## src/rtl/fifo_pop_ctrl.sv

```systemverilog
// fifo_pop_ctrl: consumer-side controller for the team FIFO.
// Issues credit-limited pops, captures returned words into a small local
// buffer and presents the head word downstream on a valid/ready handshake.
// A drain command pops until the FIFO is empty and then pulses drain_done.
module fifo_pop_ctrl #(
    parameter int BITNUMBER = 6,
    parameter int OUT_DEPTH = 4,
    parameter int ERR_W     = 4
) (
    input  logic                 clk,
    input  logic                 reset,
    input  logic                 enable,
    input  logic                 drain,
    input  logic                 fifo_empty,
    input  logic                 fifo_pause,
    input  logic                 fifo_valid_read,
    input  logic [BITNUMBER-1:0] fifo_data,
    input  logic                 fifo_rd_error,
    output logic                 fifo_rd,
    output logic [BITNUMBER-1:0] data_out,
    output logic                 valid_out,
    input  logic                 ready_in,
    output logic                 drain_done,
    output logic                 busy,
    output logic [ERR_W-1:0]     err_count
);

    localparam int PW = $clog2(OUT_DEPTH);
    localparam int CW = PW + 1;
    localparam logic [CW:0] DEPTH_OCC  = (CW+1)'(OUT_DEPTH);
    localparam logic [CW-1:0] DEPTH_CNT = CW'(OUT_DEPTH);

    typedef enum logic [2:0] {
        IDLE  = 3'd0,
        RUN   = 3'd1,
        STOP  = 3'd2,
        DRAIN = 3'd3,
        DONE  = 3'd4
    } state_t;

    state_t               state_reg, state_next;
    logic [BITNUMBER-1:0] buf_mem [OUT_DEPTH];
    logic [PW-1:0]        wr_ptr_reg, rd_ptr_reg;
    logic [CW-1:0]        count_reg, in_flight_reg;
    logic                 ignore_reg;
    logic                 fifo_rd_reg;
    logic [ERR_W-1:0]     err_count_reg;

    logic                 capture, write_en, accept, dec_flight, pop_next;
    logic [CW:0]          occupancy;

    // The first edge after reset release ignores any stale read return.
    assign capture    = fifo_valid_read & ~ignore_reg;
    assign accept     = valid_out & ready_in;
    // Credit guarantees room; the full check only protects stored data from a misbehaving FIFO.
    assign write_en   = capture & ((count_reg != DEPTH_CNT) | accept);
    assign dec_flight = capture & (in_flight_reg != '0);
    assign occupancy  = {1'b0, count_reg} + {1'b0, in_flight_reg} + {{CW{1'b0}}, fifo_rd_reg};

    // A pop is never issued right after another, so a lagging empty flag cannot cause a pop on empty.
    assign pop_next = (((state_reg == RUN) && !fifo_pause) || (state_reg == DRAIN))
                      && !fifo_empty && !fifo_rd_reg && (occupancy < DEPTH_OCC);

    assign fifo_rd    = fifo_rd_reg;
    assign valid_out  = (count_reg != '0);
    assign data_out   = buf_mem[rd_ptr_reg];
    assign busy       = (state_reg != IDLE);
    assign drain_done = (state_reg == DONE);
    assign err_count  = err_count_reg;

    // State register plus the one-cycle post-reset ignore flag.
    always_ff @(posedge clk or negedge reset) begin
        if (!reset) begin
            state_reg  <= IDLE;
            ignore_reg <= 1'b1;
        end else begin
            state_reg  <= state_next;
            ignore_reg <= 1'b0;
        end
    end

    // Next-state logic; drain is only honoured outside DRAIN/DONE.
    always_comb begin
        state_next = state_reg;
        unique case (state_reg)
            IDLE:  if (drain) state_next = DRAIN;
                   else if (enable) state_next = RUN;
            RUN:   if (drain) state_next = DRAIN;
                   else if (!enable) state_next = STOP;
            STOP:  if (drain) state_next = DRAIN;
                   else if ((in_flight_reg == '0) && !fifo_rd_reg) state_next = IDLE;
            DRAIN: if (fifo_empty && (in_flight_reg == '0) && !fifo_rd_reg) state_next = DONE;
            DONE:  state_next = IDLE;
            default: state_next = IDLE;
        endcase
    end

    // Registered pop request and outstanding-pop credit counter.
    always_ff @(posedge clk or negedge reset) begin
        if (!reset) begin
            fifo_rd_reg   <= 1'b0;
            in_flight_reg <= '0;
        end else begin
            fifo_rd_reg <= pop_next;
            unique case ({fifo_rd_reg, dec_flight})
                2'b10:   in_flight_reg <= in_flight_reg + 1'b1;
                2'b01:   in_flight_reg <= in_flight_reg - 1'b1;
                default: in_flight_reg <= in_flight_reg;
            endcase
        end
    end

    // Output buffer storage; cleared on reset so data_out reads 0.
    always_ff @(posedge clk or negedge reset) begin
        if (!reset) begin
            for (int i = 0; i < OUT_DEPTH; i++) buf_mem[i] <= '0;
        end else if (write_en) begin
            buf_mem[wr_ptr_reg] <= fifo_data;
        end
    end

    // Buffer pointers and occupancy; capture plus accept leaves the count unchanged.
    always_ff @(posedge clk or negedge reset) begin
        if (!reset) begin
            wr_ptr_reg <= '0;
            rd_ptr_reg <= '0;
            count_reg  <= '0;
        end else begin
            if (write_en) wr_ptr_reg <= wr_ptr_reg + 1'b1;
            if (accept)   rd_ptr_reg <= rd_ptr_reg + 1'b1;
            unique case ({write_en, accept})
                2'b10:   count_reg <= count_reg + 1'b1;
                2'b01:   count_reg <= count_reg - 1'b1;
                default: count_reg <= count_reg;
            endcase
        end
    end

    // Saturating read-error counter, cleared only by reset.
    always_ff @(posedge clk or negedge reset) begin
        if (!reset) begin
            err_count_reg <= '0;
        end else if (fifo_rd_error && (err_count_reg != {ERR_W{1'b1}})) begin
            err_count_reg <= err_count_reg + 1'b1;
        end
    end

endmodule

```

## config.mk

```make
export PLATFORM = sky130hd
export DESIGN_NAME = fifo_pop_ctrl
export DESIGN_NICKNAME = d
export VERILOG_FILES = /design/src/rtl/fifo_pop_ctrl.sv
export SDC_FILE = /design/constraint.sdc
export NUM_CORES = 1
export LEC_CHECK = 0
export BUFFER_PORTS_ARGS = -buffer_cell sky130_fd_sc_hd__clkbuf_2
export CAP_MARGIN = 20
export CELL_PAD_IN_SITES_DETAIL_PLACEMENT = 1
export CELL_PAD_IN_SITES_GLOBAL_PLACEMENT = 2
export CORE_UTILIZATION = 42
export CTS_CLUSTER_SIZE = 14
export DETAILED_ROUTE_END_ITERATION = 8
export GPL_ROUTABILITY_DRIVEN = 1
export HOLD_SLACK_MARGIN = 0.08
export MAX_ROUTING_LAYER = met4
export PLACE_DENSITY = 0.81
export SETUP_SLACK_MARGIN = 0.3
export SLEW_MARGIN = 15
export SYNTH_ARGS = -nofsm -noshare
export SYNTH_HDL_FRONTEND = slang
export SYNTH_SLANG_ARGS = --single-unit
```

## constraint.sdc

```tcl
create_clock -name clk -period 2.9 [get_ports clk]
set_input_delay 0.145 -clock clk [delete_from_list [all_inputs] [get_ports clk]]
set_output_delay 0.145 -clock clk [all_outputs]
set_load 0.01 [all_outputs]
```

# Word level (Yosys, flattened, before mapping)
# Cells that the tools add are included.
# word_totals
word_cells	84
register_bits	43
out_inout_bits	14
in_bits	15
# op_classes
magnitude_cmp	4
n_mux	16
add_sub_neg	9
eq_ne	14
bitwise_logic	8
n_reduce_logical	21
# op_table
operator	n
bitwise mux 24 bit	1
two-way mux 3 bit	7
two-way mux 6 bit	3
binary-select mux 6 bit (select 2 bit)	1
demux 6 bit (select 2 bit)	1
inequality test 3 bit (second input constant)	4
case mux 3 bit (2 select lines)	2
case mux 3 bit (4 select lines)	1
logical AND 1 bit	9
nonzero test 3 bit	3
adder 3 x 1 -> 3 bit (second input constant)	2
equality test 3 x 2 -> 1 bit (second input constant)	2
greater-or-equal comparator 3 bit (second input constant)	2
zero test 3 bit	2
NOT 2 -> 3 bit	2
subtractor 3 x 1 -> 3 bit (second input constant)	2
adder 2 x 1 -> 2 bit (second input constant)	2
adder 3 x 3 -> 4 bit	1
adder 4 x 1 -> 4 bit	1
adder 4 x 1 -> 4 bit (second input constant)	1
AND 1 bit	4
equality test 2 x 1 -> 1 bit (second input constant)	2
equality test 2 bit (second input constant)	2
< comparator 4 x 3 -> 1 bit (second input constant)	1
11 further kinds	14

# Longest topological paths before layout
# Gate-level depths: netlist of run 1.
# depth
ltp_word	6
ltp_mapped	9
depth_no_buf	9

# Least setup slack after synthesis of run 1
# OpenSTA, ideal clock, no wires.
# synth_path
kind	register to register
start	reg count_reg[0]
end	reg count_reg[2]
required_time_ps	2821
stages_incl_launch_ff	10
path_buffers	0
path_slack_ps	916
setup_ps	79
t_arrival_ps	1905
period_less_slack_ps	1984
cell_sequence	dfrtp_1 -> nor4b_2 -> nor2_4 -> inv_1 -> ha_1 -> inv_1 -> fa_1 -> xor2_1 -> nor2_1 -> xor2_1
# synth_between
elab_chain_len	6
elab_cells_between_ends	11
classes_between	add/sub: 2; eq/ne: 3; mux: 1; bitwise: 3; reduce/logical: 2
# synth_lines
element	line_no	rtl
from (decl)	44	logic [CW-1:0] count_reg, in_flight_reg;
from (signal assigned)	132	2'b10: count_reg <= count_reg + 1'b1;
from (signal assigned)	133	2'b01: count_reg <= count_reg - 1'b1;
from (signal assigned)	134	default: count_reg <= count_reg;
nonzero test 3 bit	65	assign valid_out = (count_reg != '0);
AND 1 bit	54	assign accept = valid_out & ready_in;
bitwise OR 1 bit	56	assign write_en = capture & ((count_reg != DEPTH_CNT) | accept);
AND 1 bit	56	
equality test 2 x 1 -> 1 bit or equality test 2 bit (tied branches)	131	unique case ({write_en, accept})
case mux 3 bit (2 select lines) or nonzero test 2 bit (tied branches)	n/a	
# Parallel ways exist; a longest one is shown, timed or not.
# A chain may end at the register's enable or synchronous reset.

# Worst setup path after layout of run 1
# Ends and elaborated chain as after synthesis.

==> results_dict.tcl, run 1 <==
set metrics [dict create \
    ys_ff_latch 43 \
    setup_tns_ns 0 \
    drv_cap 0 \
    diodes 0 \
    max_stage_delay_ns 0.44 \
    row_count 25 \
    cts_tree "done" \
    startpoint_type "register" \
    detail_route.vias_per_cell 5.08 \
    met1_length_um 1780 \
    cts-buffers-inserted 5 \
    finalCriticalPeriod_ns 2.21 \
    pin_count 29 \
    min_path_type "in -> reg" \
    wl_per_cell_um 16.0 \
    drt_iter0_markers 47 \
    synth_warnings 0 \
    drv_slew 0 \
    grt_pass1_vias 1508 \
    vias 1332 \
    grt_start_max_net_pins 44 \
    clock_sinks 43 \
    worstSetupPathType "reg -> reg" \
    syn2layout_area_growth_pct 16.6 \
    rsz0062_at_grt "false" \
    htreeDepth 2 \
    gp_congestion 0.812 \
    overflow 0 \
    grt_pass1_wl_um 7070 \
    antenna_left 0 \
    dp_hpwl_um 3140 \
    dr.pass1.iters 4 \
    highest_layer "met4" \
    nFillCells 541 \
    fin_crit_sh_pct 76.1 \
    postSynth.asyncResetShare_pct 100 \
    clk_pin_slew_worst_paths_ns 0.08 \
    port_buffers 28 \
    syn_inst 161 \
    hold_viol 0 \
    post_cts_buffers 0 \
    avgSynthCellArea_um2 13.2 \
    cts_buffer_depth 2 \
    critPathArrivalTime_ns 2.42 \
    ys_types 38 \
    multi_input_area_um2 991 \
    die_h_um 73.2 \
    seq_area_um2 1080 \
    crit_path_top_delay_cell "dfrtp_1" \
    syn_nets 188 \
    finalPower_mw 2.82 \
    final_layout_size_suffix_gt1_share_pct 37.9 \
    setup-violations-final 0 \
    dp_worst_setup_slack_ns 0.699 \
    worst_slew_pin_slew_ns 0.961 \
    crit_buf_inv 2 \
    cp-end-kind "register" \
    worst_skew_pair.late_latency_ns 0.29 \
    antenna_found_initial 0 \
    slew_headroom_pct 35.9 \
    synth_top_cell_by_area "dfrtp_1" \
    drc 0 \
    leakagePower_nw 1.15 \
    start_util_pct 44.2 \
    wl_met3_um 126 \
    synth_edf_count 0 \
    max_freq_mhz 453 \
    die_w_um 73.2 \
    wl_met2_um 2170 \
    outcome "completed" \
    final_nets 221 \
    ys_seq_area_share_pct 50.6 \
    fp.coreArea_um2 4820 \
    critical_path.top_delay_family "simple AND/OR/NAND/NOR gates" \
    dieArea_um2 5360 \
    ys.flop_type "dfrtp_1" \
    required_ns 3.12 \
    ir_drop_uv 396 \
    synth.area.top_cells "dfrtp_1 (49%), mux2_2 (12%), mux4_2 (6.3%)" \
    grt.total_usage_pct 18.5 \
    cts-root-buf "clkbuf_8" \
    path_max_fanout 8 \
    path_cells "nor4b_2 > nor2_4 > inv_1 > ha_1 > inv_1 > fa_1 > xor2_1 > nor2_1 > xor2_1" \
    cellPowerDensity_nw_per_um2 1140 \
    setup_ws_ns 0.694 \
    clock_skew_ns 0.00513 \
    routed_wl_um 4180 \
    synth_top_area_share_pct 49.3 \
    syn_area_um2 2130 \
    largest_reg_flops 24 \
]
-- layout make-up --
type / instances / area share, %
Clock buffer: 6 / 2.92
Clock inverter: 2 / 2.42
Inverter: 13 / 1.96
Multi-Input combinational cell: 102 / 39.9
Sequential cell: 43 / 43.4
Tap cell: 67 / 3.38
Timing Repair Buffer: 29 / 6.05
-- layer usage --
| metal | global-route usage [%] | vias up |
|---|---|---|
| li1 | - | 623 |
| met1 | 21.4 | 665 |
| met2 | 32.0 | 30 |
| met3 | 2.90 | 14 |
| met4 | 7.84 | 0 |
| met5 | - | - |
-- cells in the mapped netlist (2+ instances only) --
cell type / count
mux2_1: 3
fa_1: 2
nand2_1: 5
or3_1: 2
nor4_1: 2
nor2_1: 6
a21oi_1: 5
and3_1: 2
inv_1: 13
xor2_1: 6
mux4_2: 6
o21ai_0: 2
ha_1: 10
nand2_2: 4
mux2_2: 22
nand2b_1: 2
dfrtp_1: 42
mux2i_1: 2
xnor2_1: 5
nor3_1: 2
-- placed cells by master, fill, tap and decap left out, types with 3 or more instances in the layout --
master / count
a21oi_1: 5
clkbuf_2: 27
clkbuf_8: 5
dfrtp_1: 42
ha_1: 10
inv_1: 13
mux2_1: 3
mux2_2: 22
mux4_2: 6
nand2_1: 5
nand2_2: 4
nor2_1: 6
xnor2_1: 5
xor2_1: 6
-- cells by family after synthesis --
logic type	count (synthesis)	share of synthesized area, %
flip-flops	43	50.6
other	1	0.176
AO/OA/AOI/OAI	9	2.47
AND/OR/NAND/NOR	35	10.4
buffers and inverters	16	2.94
adder cells (fa/ha/maj)	12	7.75
multiplexers	34	21.2
XOR/XNOR	11	4.52
-- path summary, 6_finish.rpt --
path                                      to    startpoint  cells after the start  slack [ns]
max in group asynchronous         buf_mem[9]         reset                      2        1.76
worst max-delay path            count_reg[2]  count_reg[0]                      9        0.69
min in group asynchronous       err_count[1]         reset                      2        0.54
worst min-delay path             buf_mem[17]  fifo_data[5]                      2        0.12
worst min register to register   buf_mem[17]   buf_mem[17]                      1        0.49
worst max register to register  count_reg[2]  count_reg[0]                      9        0.69
-- through the flow --
step           std cells  util [%]  hold WS, ns  area, µm²
3_5_place_dp         253      48.6        0.398       2340
3_3_place_gp         253      48.6        0.369       2340
5_1_grt              262      51.6        0.129       2480
6_report             262      51.6        0.122       2480
2_1_floorplan        161         -       -0.151       2130
4_1_cts              261      51.4       0.0808       2470
-- repair_timing --
| item | CTS | global route |
|---|---|---|
| endpoints found under the hold margin | 0 | 7 |
| hold buffers | 0 | 1 |
| gates resized for setup | 0 | 0 |
-- power breakdown --
| group | leakage, nW | internal, mW | total (mW) | switching (mW) |
|---|---|---|---|---|
| clock | 0.0654 | 0.344 | 0.547 | 0.202 |
| sequential | 0.511 | 0.893 | 1.17 | 0.279 |
| combinational | 0.574 | 0.625 | 1.11 | 0.480 |
-- worst register-to-register path, stage by stage (launching register included) --
cell and delay (ns):
dfrtp_1 0.44, nor4b_2 0.40, nor2_4 0.12, inv_1 0.08
ha_1 0.19, inv_1 0.07, fa_1 0.38, xor2_1 0.16
nor2_1 0.13, xor2_1 0.17
No activity file was read; power rests on OpenSTA's default activity.
==> inputs of run 2 (changes only) <==
--- a/config.mk
+++ b/config.mk
@@ -9,13 +9,13 @@
 export CAP_MARGIN = 20
 export CELL_PAD_IN_SITES_DETAIL_PLACEMENT = 1
 export CELL_PAD_IN_SITES_GLOBAL_PLACEMENT = 2
-export CORE_UTILIZATION = 42
+export CORE_UTILIZATION = 39
 export CTS_CLUSTER_SIZE = 14
 export DETAILED_ROUTE_END_ITERATION = 8
 export GPL_ROUTABILITY_DRIVEN = 1
 export HOLD_SLACK_MARGIN = 0.08
 export MAX_ROUTING_LAYER = met4
-export PLACE_DENSITY = 0.81
+export PLACE_DENSITY = 0.75
 export SETUP_SLACK_MARGIN = 0.3
 export SLEW_MARGIN = 15
 export SYNTH_ARGS = -nofsm -noshare
==> constraint.sdc (replaced) <==
create_clock -name clk -period 2.2 [get_ports clk]
set_input_delay 0.11 -clock clk [delete_from_list [all_inputs] [get_ports clk]]
set_output_delay 0.11 -clock clk [all_outputs]
set_load 0.01 [all_outputs]
==> results_dict.tcl, run 2 (synthesis results as in run 1) <==
set metrics [dict create \
    setup-violations-final 0 \
    syn2layout_area_growth_pct 20.1 \
    slew_headroom_pct 63.7 \
    start_util_pct 41.2 \
    required_ns 2.40 \
    min_path_type "in -> reg" \
    htreeDepth 2 \
    pin_count 29 \
    placed_area_um2 2370 \
    rsz0062_at_grt "true" \
    detail_route.vias_per_cell 4.94 \
    row_count 26 \
    drt_iter0_markers 38 \
    setup_tns_ns 0 \
    worstSetupPathType "reg -> reg" \
    crit_path_top_delay_cell "dfrtp_2" \
    outcome "completed" \
    finalCriticalPeriod_ns 1.88 \
    antenna_found_initial 0 \
    drc 0 \
    max_stage_delay_ns 0.44 \
    clock_sinks 43 \
    cts_buffer_depth 2 \
    dp_hpwl_um 3070 \
    startpoint_type "register" \
    gp_congestion 0.807 \
    dp_worst_setup_slack_ns 0.156 \
    setup_ws_ns 0.321 \
    worst_skew_pair.late_latency_ns 0.29 \
    holdWs_ns 0.100 \
    final_layout_size_suffix_gt1_share_pct 44.4 \
    die_w_um 75.9 \
    finalPower_mw 3.57 \
    grt_start_max_net_pins 44 \
    dr.pass1.iters 3 \
    vias 1358 \
    routed_wl_um 4220 \
    drv_cap 0 \
    grt.total_usage_pct 16.8 \
    nFillCells 535 \
    cp-end-kind "register" \
    dieArea_um2 5760 \
    largest_reg_flops 24 \
    fp.coreArea_um2 5170 \
    leakagePower_nw 1.18 \
    antenna_left 0 \
    fin_crit_sh_pct 85.4 \
    die_h_um 75.9 \
    clk_pin_slew_worst_paths_ns 0.08 \
    final_nets 231 \
    path_cells "or3_4 > and2_4 > ha_4 > inv_2 > fa_2 > mux2i_1" \
    overflow 0 \
    ir_drop_uv 584 \
    cts_tree "done" \
    diodes 0 \
    hold_viol 0 \
    cts-root-buf "clkbuf_8" \
    cts-buffers-inserted 5 \
    stdcell_area_um2 2560 \
    cellPowerDensity_nw_per_um2 1390 \
    wl_per_cell_um 15.3 \
    worst_slew_pin_slew_ns 0.544 \
    path_max_fanout 3 \
    drv_slew 0 \
    grt_pass1_wl_um 7370 \
    max_freq_mhz 532 \
    final_common_cell "dfrtp_1" \
    clock_skew_ns 0.00835 \
    critPathArrivalTime_ns 2.08 \
    final_cell_mix "dfrtp_1 (40), clkbuf_2 (28), mux2_2 (22)" \
    grt_pass1_vias 1516 \
    port_buffers 28 \
]
## run 2: worst paths after layout
| path | start | end | slack (ns) | cells after the start |
|---|---|---|---|---|
| max in group asynchronous | reset | count_reg[0] | 1.36 | 3 |
| setup reg to reg | count_reg[1] | count_reg[1] | 0.32 | 6 |
| hold / removal | fifo_data[1] | buf_mem[13] | 0.10 | 2 |
| min in group asynchronous | reset | err_count[2] | 0.43 | 3 |
| hold reg to reg | buf_mem[21] | buf_mem[21] | 0.50 | 1 |
| setup / recovery | count_reg[1] | count_reg[1] | 0.32 | 6 |
## run 2: power by group
part | internal, mW | leakage [nW] | switching (mW)
Clock | 0.223 | 0.0422 | 0.258
Sequential | 1.18 | 0.509 | 0.364
Combinational | 0.896 | 0.630 | 0.644
## run 2: cell type report
| type | count | area, µm² | area share, % |
|---|---|---|---|
| Clock buffer | 7 | 76.3 | 2.98 |
| Clock inverter | 1 | 5.00 | 0.196 |
| Inverter | 13 | 48.8 | 1.91 |
| Multi-Input combinational cell | 102 | 1030 | 40.2 |
| Sequential cell | 43 | 1080 | 42.2 |
| Tap cell | 70 | 87.6 | 3.42 |
| Timing Repair Buffer | 39 | 233 | 9.09 |
## run 2: per-layer routing
| metal | track usage [%] | routed length (µm) | up-vias |
|---|---|---|---|
| met5 | - | 0 | - |
| met4 | 6.35 | 45 | 0 |
| met3 | 2.65 | 86 | 4 |
| met2 | 28.1 | 2210 | 19 |
| met1 | 20.6 | 1880 | 690 |
| li1 | - | - | 645 |
## run 2: worst max-delay path: cells and delay by family, from the launching register on
kind	cells	cell delay, ns
fa+ha+maj	2	0.58
buf+inv	1	0.05
flops	1	0.44
mux	1	0.16
simple gates	2	0.56
## run 2: stage by stage
stage / instances / util [%]
after floorplan: 161 / -
after global placement: 257 / 45.8
after detailed placement: 257 / 45.8
after CTS: 273 / 49.0
after global routing: 275 / 49.5
final: 275 / 49.5
## run 2: repair_timing
action,CTS,global route
hold buffers,4,0
gates resized for setup,4,5
setup endpoints to repair,2,3
setup buffers,4,2
hold endpoints to repair,45,0
pin swaps,6,3
